--- config.mk ---
export PLATFORM = sky130hd
export DESIGN_NAME = intt_seq_ctrl
export DESIGN_NICKNAME = d
export VERILOG_FILES = /design/src/rtl/intt_seq_ctrl.sv
export SDC_FILE = /design/constraint.sdc
export NUM_CORES = 1
export LEC_CHECK = 0
export BUFFER_PORTS_ARGS = -buffer_cell sky130_fd_sc_hd__buf_2
export CORE_MARGIN = 2
export CORE_UTILIZATION = 25
export CTS_BUF_LIST = sky130_fd_sc_hd__clkbuf_8
export CTS_CLUSTER_DIAMETER = 40
export DETAILED_ROUTE_END_ITERATION = 6
export PLACE_DENSITY = 0.49
export SLEW_MARGIN = 20
export SYNTH_ARGS = -nofsm -noshare
export SYNTH_HDL_FRONTEND = slang
export SYNTH_SLANG_ARGS = --single-unit
--- constraint.sdc ---
create_clock -name clk -period 5.1 [get_ports clk]
set_clock_uncertainty 0.15 [all_clocks]
set_input_delay 0.765 -clock clk [delete_from_list [all_inputs] [get_ports clk]]
set_output_delay 0.765 -clock clk [all_outputs]
set_load 0.03 [all_outputs]
--- src/rtl/intt_seq_ctrl.sv ---
// Job sequencer for a flat D-lane INTT datapath: load, log2(D) butterfly
// stages with per-lane control decode, n^-1 scaling, then result handoff.
module intt_seq_ctrl #(
   parameter int N         = 17,
   parameter int D         = 8,
   parameter int STAGE_LAT = 1,
   parameter int SCALE_LAT = 1,
   localparam int L        = $clog2(D)
) (
   input  logic           clk,
   input  logic           rst,
   input  logic           in_valid,
   output logic           in_ready,
   output logic           load_en,
   output logic           stage_en,
   output logic [L-1:0]   stage,
   output logic [D-1:0]   sub_sel,
   output logic [D*L-1:0] tw_addr,
   output logic           scale_en,
   output logic           out_valid,
   input  logic           out_ready,
   output logic           busy
);

   localparam int MAXLAT       = (STAGE_LAT > SCALE_LAT) ? STAGE_LAT : SCALE_LAT;
   localparam int CW           = (MAXLAT > 1) ? $clog2(MAXLAT) : 1;
   localparam logic [L-1:0] LAST_STAGE = L'(L - 1);
   localparam logic [CW-1:0] STAGE_END = CW'(STAGE_LAT - 1);
   localparam logic [CW-1:0] STAGE_PRE = CW'(STAGE_LAT - 2);
   localparam logic [CW-1:0] SCALE_END = CW'(SCALE_LAT - 1);

   typedef enum logic [2:0] {
      IDLE  = 3'd0,
      LOAD  = 3'd1,
      STAGE = 3'd2,
      SCALE = 3'd3,
      DONE  = 3'd4
   } state_t;

   state_t        state;
   logic [L-1:0]  stage_cnt;
   logic [CW-1:0] cyc_cnt;
   logic          load_q;
   logic          stage_en_q;
   logic          scale_q;
   logic          valid_q;
   logic          in_stage;
   logic [D-1:0]  sub_sel_c;
   logic [D*L-1:0] tw_c;

   // Strobes are registered one cycle ahead so they line up with the state
   // they belong to; stage_en is set for the final cycle of each stage.
   always_ff @(posedge clk) begin
      if (rst) begin
         state      <= IDLE;
         stage_cnt  <= '0;
         cyc_cnt    <= '0;
         load_q     <= 1'b0;
         stage_en_q <= 1'b0;
         scale_q    <= 1'b0;
         valid_q    <= 1'b0;
      end else begin
         load_q     <= 1'b0;
         stage_en_q <= 1'b0;
         scale_q    <= 1'b0;
         case (state)
            IDLE: begin
               if (in_valid) begin
                  state  <= LOAD;
                  load_q <= 1'b1;
               end
            end
            LOAD: begin
               state      <= STAGE;
               stage_cnt  <= '0;
               cyc_cnt    <= '0;
               stage_en_q <= (STAGE_LAT == 1);
            end
            STAGE: begin
               if (cyc_cnt == STAGE_END) begin
                  cyc_cnt <= '0;
                  if (stage_cnt == LAST_STAGE) begin
                     state     <= SCALE;
                     stage_cnt <= '0;
                     scale_q   <= 1'b1;
                  end else begin
                     stage_cnt  <= stage_cnt + 1'b1;
                     stage_en_q <= (STAGE_LAT == 1);
                  end
               end else begin
                  cyc_cnt    <= cyc_cnt + 1'b1;
                  stage_en_q <= (cyc_cnt == STAGE_PRE);
               end
            end
            SCALE: begin
               if (cyc_cnt == SCALE_END) begin
                  state   <= DONE;
                  cyc_cnt <= '0;
                  valid_q <= 1'b1;
               end else begin
                  cyc_cnt <= cyc_cnt + 1'b1;
                  scale_q <= 1'b1;
               end
            end
            DONE: begin
               // A waiting producer is taken in the same cycle the result leaves.
               if (out_ready) begin
                  valid_q <= 1'b0;
                  if (in_valid) begin
                     state  <= LOAD;
                     load_q <= 1'b1;
                  end else begin
                     state <= IDLE;
                  end
               end
            end
            default: begin
               state     <= IDLE;
               stage_cnt <= '0;
               cyc_cnt   <= '0;
               valid_q   <= 1'b0;
            end
         endcase
      end
   end

   assign in_stage = (state == STAGE) && !rst;

   // Lane i pairs with its partner by the stage's span bit; odd groups carry
   // the subtract leg and index the inverse-twiddle table at (m+1)/2 + 2^s - 1.
   always_comb begin
      int          m;
      logic [L-1:0] a;
      m         = 0;
      a         = '0;
      sub_sel_c = '0;
      tw_c      = '0;
      if (in_stage) begin
         for (int i = 0; i < D; i++) begin
            m            = i >> (L - 1 - int'(stage_cnt));
            sub_sel_c[i] = m[0];
            if (m[0]) begin
               a              = L'((m + 1) / 2 + (1 << stage_cnt) - 1);
               tw_c[L*i +: L] = a;
            end
         end
      end
   end

   assign in_ready  = !rst && ((state == IDLE) || ((state == DONE) && out_ready));
   assign load_en   = load_q && !rst;
   assign stage_en  = stage_en_q && in_stage;
   assign scale_en  = scale_q && !rst;
   assign out_valid = valid_q && !rst;
   assign busy      = (state != IDLE) && !rst;
   assign stage     = in_stage ? stage_cnt : '0;
   assign sub_sel   = sub_sel_c;
   assign tw_addr   = tw_c;

endmodule

# ---- Word level (Yosys, flattened, before mapping)
# Index checks and enable logic that the tools add are counted.
dict set report op_classes {
  n_reduce_logical 19
  n_addsub 35
  n_bitwise 10
  n_eq_ne 10
  mux 36
  shift 9
}
# op n
set op_table {}
lappend op_table {{$add A32 B2 Y32 const B} 8}
lappend op_table {{$shr A3 B32 Y32 const A} 4}
lappend op_table {{$shr A1 B32 Y32 const A} 2}
lappend op_table {{$shr A2 B32 Y32 const A} 2}
lappend op_table {{$mux W3} 16}
lappend op_table {{$add A3 B1 Y3} 8}
lappend op_table {{$add A3 B3 Y3} 8}
lappend op_table {{$mux W24} 1}
lappend op_table {{$sub A3 B2 Y3 const B} 8}
lappend op_table {{$pmux W3 S5} 1}
lappend op_table {{$mux W1} 11}
lappend op_table {{$ne A2 B2 Y1 const B} 5}
lappend op_table {{$eq A3 B2 Y1 const B} 3}
lappend op_table {{$and A1 B1 Y1} 8}
lappend op_table {{$logic_and A1 B1 Y1} 8}
lappend op_table {{$mux W8} 1}
lappend op_table {{$pmux W1 S2} 4}
lappend op_table {{$pmux W3 S2} 1}
lappend op_table {{$reduce_or A3 Y1} 2}
lappend op_table {{$reduce_and A5 Y1} 1}
lappend op_table {{$reduce_or A2 Y1} 2}
lappend op_table {{$sub A2 B3 Y4 const A} 1}
lappend op_table {{$add A3 B1 Y3 const B} 1}
lappend op_table {{$eq A3 B1 Y1 const B} 1}
lappend op_table {{other kinds (11)} 12}
dict set report totals {
  register_bits 11
  wordCells 126
  inputBits 4
}

# ---- Depth between registers and ports, before layout
# Gate-level depths: netlist of the first run.
dict set report depth {
  ltp_word 9
  ltp_mapped 16
  depth_no_buf 12
}

# ---- Worst setup path after synthesis of the first run
# Ideal clock, no wire load.
dict set report synth_timing {
  path_kind {register to output}
  startpoint {register stage_cnt[0]}
  endpoint {output port tw_addr[23]}
  n_path_buf 4
  setup_slack_ps 470
  t_required_ps 4185
  arrival_ps 3715
  path_stages_with_launch 16
  path_cell_list {dfxtp_1 buf_2 clkbuf_1 inv_1 ha_1 buf_4 or3b_1 buf_2 a21oi_1 ha_1 xnor2_1 ha_1 fa_1 xnor2_1 xnor2_1 mux2_2}
}
dict set report synth_between {
  elab_chain_len 9
}
# item line
set synth_lines {}
lappend synth_lines {{start, declared} 41} ;# logic [L-1:0] stage_cnt;
lappend synth_lines {{start signal, assigned} 87} ;# stage_cnt <= stage_cnt + 1'b1;
lappend synth_lines {{$sub A2 B3 Y4} 140} ;# m = i >> (L - 1 - int'(stage_cnt));
lappend synth_lines {{$shr A3 B32 Y32} 140}
lappend synth_lines {{$add A32 B2 Y32} 143} ;# a = L'((m + 1) / 2 + (1 << stage_cnt) - 1);
lappend synth_lines {{$and A1 B1 Y1 (no line)} -}
lappend synth_lines {{$add A3 B1 Y3 (no line)} -}
lappend synth_lines {{$add A3 B3 Y3} 143}
lappend synth_lines {{$sub A3 B2 Y3} 143}
lappend synth_lines {{$mux W3 (*)} 142} ;# if (m[0]) begin
lappend synth_lines {{$mux W24 (*)} 138} ;# if (in_stage) begin
lappend synth_lines {{end, declared} 18} ;# output logic [D*L-1:0] tw_addr,
# Mark *: on every way between the ends. The rest lies on a longest branch, timed or not.

# ---- Worst setup path in the final report of the first run
dict set report layout_timing {
  startpoint {register stage_cnt[1]}
  endpoint {output port tw_addr[23]}
}
# Same word-level chain as after synthesis.

==> results.ini, run 1 <==
[drt]
drc = 0
ant_nets = 0
post_drt_wl_per_cell_um = 11.5
drt_iter0_drc = 37
viasPerCell = 4.47
wl_mm = 3.34
first_pass_iters = 4
vias = 1292

[timing]
min_period_over_period_pct = 92.2
hold_viol_final = 0
timing.fmax_ghz = 0.213
slew_headroom_pct = 38.8
slew_viol_final = 0
setup_tns_ns = 0
hold_slack_ns = 0.334
setup_viol = 0
rsz0062_at_grt = false
min_period_ns = 4.70
worstMarginPinSlew_ns = 0.905
setup_slack_ns = 0.397

[synthesis]
synth_seq_area_share_pct = 12.9
yosys-top-cells-area = ha_1, dfxtp_1, fa_1
synth.most_common_cell = ha_1
yosys-top-cells-count = ha_1, inv_1, xnor2_1, nor2_1
synthFlopType = dfxtp_1
synth_edf_count = 0
synth_top_area_share_pct = 17.8
avgSynthCellArea_um2 = 8.51
syn_area_mm2 = 0.00155
synthesis.instances = 182
synthArstFlopShare_pct = 0
yosysUniqueCellTypes = 43
synth_top_cell_by_area = ha_1
ys_warn_count = 0
ys_ff_latch = 10

[place]
place.gp.congestion = 0.772
portBuffers = 40
hpwlAfterDp_mm = 2.71
post-place-ws_ns = 0.498

[power]
p_seq_share_pct = 25.5
totalPowerFinal_mw = 0.338
p_int_mw = 0.216
p_sw_share_pct = 36.0
leakagePower_nw = 0.860
power.density_mw_per_mm2 = 185
p_sw_mw = 0.122
ir_drop_v = 0.000154
power_frac_comb_pct = 45.9
clock_power_share_pct = 28.5

[clock_network]
cts.path.max_buffers = 2
ctsRootBufferMaster = clkbuf_8
htreeDepth = 1
cts_tree = yes
clk_pin_slew_ns = 0.05
insertion_delay_ns = 0.23
cts_made_buffers = 3
clock_sinks = 10
post_cts_buffers = 0

[worst_setup_path]
cpPeakStageDelay_ns = 0.51
critPathKind = flop to output port
cp_data_arrival_time_ns = 3.79
crit_fanout = 11
endpoint_kind = output port
crit_slowest_cell = or3b_1
startpoint_type = flop
worstPathRequired_ns = 4.18
path_cells = inv_1 -> ha_1 -> or3b_1 -> a21oi_1 -> ha_1 -> xnor2_1 -> ha_1 -> fa_1 -> xnor2_1 -> xnor2_1 -> mux2_2 -> buf_2

[run_status]
status = complete, no violations

[die]
io_pins = 45
die_area_mm2 = 0.00684
die_w_um = 82.7
core_mm2 = 0.00596
start_util_pct = 26.0
die_h_um = 82.7
rows = 28

[cells_and_area]
antenna_cells = 0
nets = 248
area_growth_syn_to_layout_pct = 18.0
drive_above_1_share_pct = 26.6

[global_route]
grt_max_degree = 21
antenna_found_initial = 0
track_usage_pct = 10.4
grt_overflow = 0
grt_pass1_vias = 1178
grt_pass1_wl_mm = 5.58

[job]
max_cap_violations = 0

[hold_path]
hp-class = flop to flop

path summary, 6_finish.rpt:
path                        startpoint  slack [ns]                        end  cells after the start
min reg2reg       valid_q$_SDFFE_PP0P_        0.33       valid_q$_SDFFE_PP0P_                      2
max          stage_cnt[1]$_SDFFE_PP0N_        0.40                tw_addr[23]                     12
min               valid_q$_SDFFE_PP0P_        0.33       valid_q$_SDFFE_PP0P_                      2
max reg2reg  stage_cnt[0]$_SDFFE_PP0N_        2.93  stage_cnt[0]$_SDFFE_PP0N_                      5
cells by family (layout without fill, tap and decap cells):
family          after synthesis  after routing  synth area share [%]
fa+ha+maj                    29             29                  26.8
buf+inv                      33             62                  10.2
compound gates               22             22                  11.5
other cells                   1              4                 0.242
flops                        10             10                  12.9
mux                           2              2                  1.37
simple gates                 68             68                  27.4
xor+xnor                     17             17                  9.61
layout by cell type, fill, tap and decap left out, drive strengths merged, types with 3 or more instances in the layout:
cell type | Yosys | routed
inv | 16 | 16
nor3 | 9 | 9
nor2b | 7 | 7
and2 | 9 | 9
nand2b | 8 | 8
a21oi | 10 | 10
nor4b | 3 | 3
conb | 1 | 4
ha | 22 | 22
dfxtp | 10 | 10
nor2 | 13 | 13
buf | 10 | 42
xor2 | 3 | 3
xnor2 | 14 | 14
clkbuf | 7 | 4
fa | 7 | 7
and3 | 4 | 4
a211oi | 5 | 5
power by group through the flow:
| stage | Clock [mW] | Sequential [mW] | Combinational [mW] |
|---|---|---|---|
| 5_1_grt | 0.104 | 0.0868 | 0.181 |
| 3_5_place_dp | 0 | 0.0877 | 0.159 |
| 4_1_cts | 0.100 | 0.0861 | 0.160 |
| 6_report | 0.0965 | 0.0863 | 0.155 |
| 3_3_place_gp | 0 | 0.0877 | 0.159 |
| 2_1_floorplan | 0 | 0.0845 | 0.135 |
critical path, delay by kind of cell, from the launching register on:
kind	cells	cell delay (ns)
flops	1	0.44
mux	1	0.36
fa+ha+maj	4	1.32
xor+xnor	3	0.45
compound gates	1	0.17
simple gates	1	0.51
buf+inv	2	0.29
per-stage QoR:
stage               instance area (um^2)  util [%]  cells
floorplan                           1560         -    185
global placement                    1770      29.7    285
detailed placement                  1770      29.7    285
CTS                                 1830      30.7    289
global route                        1830      30.7    289
finish                              1830      30.7    289
metal layers:
| layer | GRT usage [%] | vias to the layer above | share of wire [%] |
|---|---|---|---|
| met2 | 16.8 | 31 | 44 |
| met1 | 14.7 | 588 | 50 |
| met4 | 2.46 | 0 | 0.66 |
| li1 | - | 669 | - |
| met3 | 1.52 | 4 | 5.4 |
| met5 | 0 | - | 0 |
cell type report:
| cell class | count | area (um^2) |
|---|---|---|
| fill | 650 | 4130 |
| multi-input combinational | 142 | 1200 |
| timing repair buffer | 42 | 215 |
| sequential | 10 | 201 |
| tap | 75 | 93.8 |
| inverter | 16 | 60.1 |
| clock buffer | 4 | 55.1 |
repair_timing:
| action | CTS | global route |
|---|---|---|
| gates resized for setup | 0 | 1 |
| hold buffers | 0 | 0 |
| setup endpoints to repair | 0 | 1 |
state kept, by name (all words and copies together), names as in the netlist:
register    count
scale_q         1
valid_q         1
load_q          1
state           3
stage_en_q      1
stage_cnt       3
Note: power is estimated with default switching activity, not from simulation.
==> run 2: changes to the inputs <==
==> constraint.sdc (replaced) <==
create_clock -name clk -period 5.1 [get_ports clk]
set_clock_uncertainty 0.15 [all_clocks]
set_input_delay 0 -clock clk [delete_from_list [all_inputs] [get_ports clk]]
set_output_delay 0 -clock clk [all_outputs]
set_load 0.03 [all_outputs]
==> run 2 against run 1 <==
Sequential power is essentially flat. Clock-buffer cell count shrank 1. Hold slack lost 0.32 ns. Non-clock buffer count grew 3. Largest cell class unchanged. Via count is essentially flat. Critical path type unchanged.
==> results.ini, run 2 (synthesis gave the netlist of run 1 again) <==
[worst_setup_path]
critPathKind = flop to output port
ff2ff_setup_slack_ns = 2.88
startpoint_type = flop
endpoint_kind = output port
rr_startpoint = stage_cnt[1]$_SDFFE_PP0N_
cp_data_arrival_time_ns = 3.95
worstPathRequired_ns = 4.95
worstReg2RegEnd = stage_cnt[0]$_SDFFE_PP0N_
crit_fanout = 11
worstRegToRegCells = 4

[place]
hpwlAfterDp_mm = 2.73
post_dp_cell_area_mm2 = 0.00177
place.gp.congestion = 0.763
post-place-ws_ns = 1.24
portBuffers = 40
numPlacedInstances = 285

[cells_and_area]
stdcell_count = 291
reg_top3 = stage_cnt x3, state x3
final_area_mm2 = 0.00184
area_growth_syn_to_layout_pct = 19.0
nets = 251
finalCoreUtilization_pct = 30.9
n_fill_cell = 654
final_cell_mix = buf_2, ha_1, inv_1
antenna_cells = 0
drive_above_1_share_pct = 25.5
layout_commonest_cell = buf_2

[hold_path]
worstHoldPathCells = 4
hold_end = state[2]$_SDFFE_PP0P_
min-delay-start = out_ready
hp-class = input pin to flop

[drt]
first_pass_iters = 4
post_drt_wl_per_cell_um = 12.0
ant_nets = 0
wl_mm = 3.48
vias = 1293
viasPerCell = 4.44
drt_iter0_drc = 22
drc = 0

[clock_network]
cts.path.max_buffers = 2
cts_made_buffers = 3
cts_tree = yes
post_cts_buffers = 0
htreeDepth = 1
holdBufCountCts = 3
ctsRootBufferMaster = clkbuf_8
clk_pin_slew_ns = 0.05
cts_repair_resize_count = 0
insertion_delay_ns = 0.23
clock_sinks = 10

[job]
max_cap_violations = 0

[timing]
hold_viol_final = 0
min_period_over_period_pct = 80.4
min_period_ns = 4.10
setup_slack_ns = 1.00
rsz0062_at_grt = false
setup_tns_ns = 0
worstMarginPinSlew_ns = 0.853
hold_slack_ns = 0.0111
slew_viol_final = 0
setup_viol = 0
slew_headroom_pct = 42.4
timing.fmax_ghz = 0.244

[global_route]
track_usage_pct = 10.7
grt_overflow = 0
grt_pass1_wl_mm = 5.82
antenna_found_initial = 0
grt_pass1_vias = 1237
grt_max_degree = 21

[run_status]
status = complete, no violations

[power]
ir_drop_v = 0.000134
totalPowerFinal_mw = 0.321
leakagePower_nw = 0.868
power.density_mw_per_mm2 = 174

[die]
die_h_um = 82.7
io_pins = 45
die_area_mm2 = 0.00684
rows = 28
die_w_um = 82.7
start_util_pct = 26.0
core_mm2 = 0.00596

## run 2: area by class of cell
cell class / count / area (um^2) / share of cell area, %
Clock buffer: 3 / 41.3 / 2.24
Multi-Input combinational cell: 142 / 1200 / 65.2
Timing Repair Buffer: 45 / 245 / 13.3
Inverter: 16 / 60.1 / 3.26
Tap cell: 75 / 93.8 / 5.09
Sequential cell: 10 / 200 / 10.9
## run 2: worst max-delay path by stage
stage                                   start          end
detailed placement  stage_cnt[1]$_SDFFE_PP0N_  tw_addr[23]
global placement    stage_cnt[1]$_SDFFE_PP0N_  tw_addr[23]
global route        stage_cnt[1]$_SDFFE_PP0N_  tw_addr[23]
CTS                 stage_cnt[1]$_SDFFE_PP0N_  tw_addr[23]
finish              stage_cnt[1]$_SDFFE_PP0N_  tw_addr[23]
floorplan           stage_cnt[0]$_SDFFE_PP0N_  tw_addr[23]
## run 2: power by group
part           leakage, nW  total (mW)  internal, mW  switching [mW]
sequential          0.0814      0.0865        0.0818         0.00472
combinational        0.765       0.157        0.0680          0.0890
clock               0.0216      0.0779        0.0513          0.0265
## run 2: layer usage
metal  wire length (um)  global-route usage, %  share of wire (%)
met5                  0                      0                  0
met4                  0                   1.48                  0
met3                215                   1.30                6.2
met2               1540                   17.9                 44
met1               1720                   15.0                 49
## run 2: worst max-delay path: stages, from the launching register on
cell and delay [ns]:
dfxtp_1 0.55, inv_1 0.14, ha_1 0.48, or3b_1 0.51, a21oi_1 0.17, ha_1 0.18
xnor2_1 0.12, ha_1 0.27, fa_1 0.44, xnor2_1 0.18, xnor2_1 0.14, mux2_2 0.35
buf_2 0.18
